===== src/rtl/scanline_sequencer.sv =====
// -----------------------------------------------------------------------------
// scanline_sequencer
//   Top-level controller for the increment-term calculator (L_kn = 2k+1+B_n).
//   It walks one full sector scan. For each scanline it loads R_0 and the line
//   angle, pulses configure, and then steps through every scan point. Each
//   point's term vector goes to the downstream consumer over a valid/ready
//   handshake. The calculator ack, and final_scanpoint with it, is issued only
//   after the consumer has taken the point.
//
// Optional feature (macro SEQ_WATCHDOG_EN):
//   Adds a WAIT_RDY watchdog. If calc_ready does not arrive within WDOG_CYCLES
//   cycles, the block pulses calc_rst, sets a sticky error flag and aborts the
//   scan without a done pulse. With the macro undefined, calc_rst and error are
//   tied to 0 and WAIT_RDY waits indefinitely.
//
// Ports:
//   clk, rst              clock, synchronous active-high reset
//   start                 one-cycle request to begin a sector scan
//   r0_cfg                R_0 applied to every line
//   angle_start           angle of line 0
//   angle_step            angle increment per line (wraps modulo 2^DW_ANGLE)
//   num_points            points per line
//   num_lines             lines per sector
//   calc_configure        configure pulse to calculator
//   calc_ack              ack pulse to calculator
//   calc_final_scanpoint  last-point flag, valid with calc_ack
//   calc_r_0, calc_angle  line parameters to calculator
//   calc_rst              calculator reset (watchdog abort only)
//   calc_ready            calculator result ready
//   point_valid           term vector valid to consumer
//   point_ready           consumer accepts
//   point_idx, line_idx   current point k and current line
//   busy                  scan in progress
//   done                  one-cycle pulse when the sector is complete
//   error                 sticky watchdog flag
// -----------------------------------------------------------------------------
module scanline_sequencer #(
  parameter int unsigned DW_INPUT  = 8,
  parameter int unsigned DW_ANGLE  = 8,
  parameter int unsigned DW_POINTS = 10,
  parameter int unsigned DW_LINES  = 8
`ifdef SEQ_WATCHDOG_EN
  ,
  parameter int unsigned WDOG_CYCLES = 1024
`endif
) (
  input  logic                 clk,
  input  logic                 rst,
  input  logic                 start,
  input  logic [DW_INPUT-1:0]  r0_cfg,
  input  logic [DW_ANGLE-1:0]  angle_start,
  input  logic [DW_ANGLE-1:0]  angle_step,
  input  logic [DW_POINTS-1:0] num_points,
  input  logic [DW_LINES-1:0]  num_lines,
  output logic                 calc_configure,
  output logic                 calc_ack,
  output logic                 calc_final_scanpoint,
  output logic [DW_INPUT-1:0]  calc_r_0,
  output logic [DW_ANGLE-1:0]  calc_angle,
  output logic                 calc_rst,
  input  logic                 calc_ready,
  output logic                 point_valid,
  input  logic                 point_ready,
  output logic [DW_POINTS-1:0] point_idx,
  output logic [DW_LINES-1:0]  line_idx,
  output logic                 busy,
  output logic                 done,
  output logic                 error
);

  typedef enum logic [2:0] {
    S_IDLE      = 3'd0,
    S_CONFIG    = 3'd1,
    S_WAIT_RDY  = 3'd2,
    S_PRESENT   = 3'd3,
    S_ACK       = 3'd4,
    S_NEXT_LINE = 3'd5,
    S_FINISH    = 3'd6
  } state_t;

  state_t               state;
  logic [DW_ANGLE-1:0]  step_q;
  logic [DW_POINTS-1:0] num_points_q;
  logic [DW_LINES-1:0]  num_lines_q;

  logic start_ok_c;
  logic last_point_c;
  logic last_line_c;
  logic wdog_expire_c;

  // A scan is accepted only from IDLE with both counts non-zero.
  assign start_ok_c   = (state == S_IDLE) && start &&
                        (num_points != '0) && (num_lines != '0);
  assign last_point_c = (point_idx == (num_points_q - DW_POINTS'(1)));
  assign last_line_c  = (line_idx  == (num_lines_q  - DW_LINES'(1)));

`ifdef SEQ_WATCHDOG_EN
  localparam int unsigned WDOG_W = $clog2(WDOG_CYCLES + 1);

  logic [WDOG_W-1:0] wdog_cnt;

  // Fires on the WDOG_CYCLES-th consecutive WAIT_RDY cycle without calc_ready.
  assign wdog_expire_c = (state == S_WAIT_RDY) && !calc_ready &&
                         (wdog_cnt == WDOG_W'(WDOG_CYCLES - 1));

  // Watchdog counter, calculator reset pulse and sticky error flag.
  always_ff @(posedge clk) begin
    if (rst) begin
      wdog_cnt <= '0;
      calc_rst <= 1'b0;
      error    <= 1'b0;
    end else begin
      calc_rst <= wdog_expire_c;
      if (state == S_WAIT_RDY && !calc_ready && !wdog_expire_c) begin
        wdog_cnt <= wdog_cnt + WDOG_W'(1);
      end else begin
        wdog_cnt <= '0;
      end
      if (wdog_expire_c) begin
        error <= 1'b1;
      end else if (start_ok_c) begin
        error <= 1'b0;
      end
    end
  end
`else
  assign wdog_expire_c = 1'b0;
  assign calc_rst      = 1'b0;
  assign error         = 1'b0;
`endif

  // Main sequencer FSM. All outputs are registered. Pulse outputs default low
  // each cycle and are raised on entry into the state that owns them.
  always_ff @(posedge clk) begin
    if (rst) begin
      state                <= S_IDLE;
      step_q               <= '0;
      num_points_q         <= '0;
      num_lines_q          <= '0;
      calc_configure       <= 1'b0;
      calc_ack             <= 1'b0;
      calc_final_scanpoint <= 1'b0;
      calc_r_0             <= '0;
      calc_angle           <= '0;
      point_valid          <= 1'b0;
      point_idx            <= '0;
      line_idx             <= '0;
      busy                 <= 1'b0;
      done                 <= 1'b0;
    end else begin
      calc_configure       <= 1'b0;
      calc_ack             <= 1'b0;
      calc_final_scanpoint <= 1'b0;
      done                 <= 1'b0;

      case (state)
        S_IDLE: begin
          if (start_ok_c) begin
            step_q         <= angle_step;
            num_points_q   <= num_points;
            num_lines_q    <= num_lines;
            calc_r_0       <= r0_cfg;
            calc_angle     <= angle_start;
            point_idx      <= '0;
            line_idx       <= '0;
            busy           <= 1'b1;
            calc_configure <= 1'b1;
            state          <= S_CONFIG;
          end else if (start) begin
            // Empty sector: report completion without touching the calculator.
            done <= 1'b1;
          end
        end

        S_CONFIG: begin
          state <= S_WAIT_RDY;
        end

        S_WAIT_RDY: begin
          if (calc_ready) begin
            point_valid <= 1'b1;
            state       <= S_PRESENT;
          end else if (wdog_expire_c) begin
            busy  <= 1'b0;
            state <= S_IDLE;
          end
        end

        S_PRESENT: begin
          if (point_ready) begin
            point_valid          <= 1'b0;
            calc_ack             <= 1'b1;
            calc_final_scanpoint <= last_point_c;
            state                <= S_ACK;
          end
        end

        S_ACK: begin
          if (!last_point_c) begin
            point_idx <= point_idx + DW_POINTS'(1);
            state     <= S_WAIT_RDY;
          end else if (last_line_c) begin
            done  <= 1'b1;
            busy  <= 1'b0;
            state <= S_FINISH;
          end else begin
            point_idx  <= '0;
            line_idx   <= line_idx + DW_LINES'(1);
            calc_angle <= calc_angle + step_q;
            state      <= S_NEXT_LINE;
          end
        end

        // One quiet cycle lets the calculator settle back to idle.
        S_NEXT_LINE: begin
          calc_configure <= 1'b1;
          state          <= S_CONFIG;
        end

        S_FINISH: begin
          state <= S_IDLE;
        end

        default: begin
          state <= S_IDLE;
        end
      endcase
    end
  end

endmodule


===== config.mk =====
export PLATFORM = sky130hd
export DESIGN_NAME = scanline_sequencer
export DESIGN_NICKNAME = d
export VERILOG_FILES = /design/src/rtl/scanline_sequencer.sv
export SDC_FILE = /design/constraint.sdc
export NUM_CORES = 1
export LEC_CHECK = 0
export ABC_AREA = 0
export BUFFER_PORTS_ARGS = -buffer_cell sky130_fd_sc_hd__buf_2
export CAP_MARGIN = 20
export CORE_ASPECT_RATIO = 0.8
export CORE_UTILIZATION = 49
export CTS_BUF_LIST = sky130_fd_sc_hd__clkbuf_16
export CTS_CLUSTER_DIAMETER = 100
export DETAILED_ROUTE_END_ITERATION = 16
export GPL_TIMING_DRIVEN = 0
export PLACE_DENSITY = 0.77
export SLEW_MARGIN = 5
export SYNTH_ARGS = -nofsm -noshare
export SYNTH_HDL_FRONTEND = slang
export SYNTH_SLANG_ARGS = --single-unit

===== constraint.sdc =====
create_clock -name clk -period 2.65 [get_ports clk]
set_clock_uncertainty 0.15 [all_clocks]
set_input_delay 0.53 -clock clk [delete_from_list [all_inputs] [get_ports clk]]
set_output_delay 0.53 -clock clk [all_outputs]
set_load 0.02 [all_outputs]

==> metrics.txt <==
status=finished with violations; violated checks=setup timing; Period Utilization, post-route=1.11; core area=slightly above 7000 sq um; Avg Vias per Cell=roughly 5.8; CTS tree=built; Leak=2.12 nW; maximum VDD drop=between 0.3 and 0.4 mV; Power, Total=around 3.3 mW; number of max-cap violations=0; Rows=27; Layout area overhead=33.4%; worst hold slack=a little under 300 ps; CTS buffer count=9; largest net degree at the start of global routing=11; first-pass GRT wire length=roughly 17000 microns; vias in the first global route=~3700; final worst slack=-279 ps; crit path launch type=flop; Max Root-Sink Buffers=2; path category of the worst min-delay check=primary input to flop; drt drc=0; final non-filler cell area=about 5000 sq um; dpl cell area=around 4300 sq um; Worst-path clk slew=roughly 50 ps; Post-synth ARST share=0; top_reg_cell synth=dfxtp_1; Initial Util=0.520; CP Max Fanout=4; Synth cell types=just under 60; Worst Path Arrival=~3000 ps; drt total wl=11200 microns; Ports=89; CP required=around 2800 ps; antenna viol nets, final=0; DR vias=between 3000 and 4000; Die ar.=a little under 8000 sq um; share of layout cells above drive strength 1=0.278; Root Buffer=clkbuf_16; max_slew headroom=0.597; FMAX=between 300 and 400 MHz; grt ovf=0; EDFF count, synth=0; CP Capture Type=flop; kind of critical path=flop to flop; Mapped Avg Cell Area=7.72 sq um; PwrDens=slightly below 700 nW/um^2; cell count after synthesis=about 480; Slew @ Worst Pin=approximately 600 ps; RSZ-0062 raised after global routing=true; Seq/Total Area, Yosys=0.374; Sink Count=approximately 70; Detailed Place HPWL=between 7000 and 8000 microns; synthesized area=about 3700 sq um; Core Util, Final=0.694; port bufs=between 80 and 90; Worst R2R Setup Slack=-280 ps; Nets=about 650; initial antenna violation count=0; post-DR wirelength/cell=around 16 microns; Initial DRC Count=around 270; Final GP Congestion=0.866; final setup vio count=31; Hold Vio Cnt, Final=0; yosys synthesis warning count=0; die width=99.0 microns; antenna diode count=0; DRT Pass-1 Iters=5; All-Layer GR Usage=0.283; fin crit period=just under 3000 ps; Die Ht=~80 microns; worst skew pair latency=approximately 330 ps; H-tree levels=3; max-slew violations=0; Synth Register Bits=69
[synth_stat cells (10+ instances only)]
cell type | count | share of area
xnor2_1 | 15 | 0.036
xor2_1 | 18 | 0.043
nor2_1 | 36 | 0.037
ha_1 | 11 | 0.037
dfxtp_1 | 69 | 0.37
nand2_1 | 90 | 0.092
inv_1 | 16 | 0.016
nand3_1 | 14 | 0.019
o21ai_0 | 13 | 0.018
a21oi_1 | 61 | 0.083
clkbuf_1 | 20 | 0.020
or3_1 | 10 | 0.017
[final timing paths]
path,endpoint,startpoint,depth (start not counted)
worst min-delay path,step_q[7],angle_step[7],3
worst max register to register,state[0],num_points_q[0],10
worst min register to register,calc_r_0[5],calc_r_0[5],2
worst max-delay path,state[0],num_points_q[0],10
[where the power goes]
| group | leakage [nW] | internal (mW) | switching, mW | total (mW) |
|---|---|---|---|---|
| combinational | 1.42 | 0.453 | 0.636 | 1.09 |
| sequential | 0.566 | 1.13 | 0.0914 | 1.23 |
| clock | 0.139 | 0.610 | 0.417 | 1.03 |
[layout by cell type (no fill, tap or decap), types with 4 or more instances in the layout]
cell type  count
mux2i_1        6
o21ai_1        5
buf_2         86
a21oi_2        4
nor3_1         7
nor2_1        33
inv_1         20
buf_6          7
and3_1         4
ha_1          10
or3_1          9
a21oi_1       57
clkbuf_1      16
buf_4         16
dfxtp_1       64
nand2b_1       4
nand2_1       90
clkbuf_16      9
o21ai_0       10
xnor2_1       14
xor2_1        18
nor4_1         6
nand3_1       14
[layout make-up]
class,count,area (sq um)
Multi-Input combinational cell,365,2380
Fill cell,567,2170
Sequential cell,69,1390
Timing Repair Buffer,104,587
Clock buffer,9,225
Buffer,27,144
Tap cell,87,109
Inverter,16,60.1
Clock inverter,7,27.5
[metrics by stage]
| stage | cells | setup TNS (ps) | setup WS (ps) |
|---|---|---|---|
| 2_1_floorplan | 479 | -184 | -75.0 |
| 3_3_place_gp | 651 | -12970 | -424 |
| 3_5_place_dp | 651 | -16510 | -525 |
| 4_1_cts | 680 | -5800 | -269 |
| 5_1_grt | 684 | -8340 | -369 |
| 6_report | 684 | -5940 | -279 |
[kinds of logic after synthesis]
family | after synthesis | share of synthesized area
DFF | 69 | 0.374
other | 1 | 0.00102
xor gates and xnor gates | 33 | 0.0783
AOI/OAI and AO/OA | 110 | 0.175
and+or+nand+nor | 200 | 0.259
adders and majority gates | 12 | 0.0427
muxes | 7 | 0.0193
buffers and inverters | 46 | 0.0509
[registers in the layout, summed over array words and instances, names as in the netlist]
name and cells:
num_points_q 10, point_idx 10, line_idx 8, state 3, point_valid 1, calc_configure 1, busy 1, calc_final_scanpoint 1
calc_ack 1, step_q 8, done 1, calc_r_0 8, num_lines_q 8, calc_angle 8
[critical path: stages (launching register included)]
cell	delay, ps
dfxtp_4	350
or4_4	560
or4b_4	520
a21oi_4	160
o221ai_4	170
buf_4	180
buf_6	120
nor2_4	110
a21oi_2	80
or3_1	320
a21oi_1	140
[metal layers]
layer,wire length [microns],part of all wire,track usage
met3,902,0.081,0.0701
met2,5250,0.47,0.475
met1,4860,0.43,0.353
met5,0,0,0
met4,165,0.015,0.100
[repair_timing]
action	4_1_cts	5_1_grt
gates resized for setup	26	35
setup buffers	13	6
setup endpoints to repair	31	38
cloned	1	1
hold buffers	0	0
pin swaps	8	16
(Power assumes the default switching activity.)
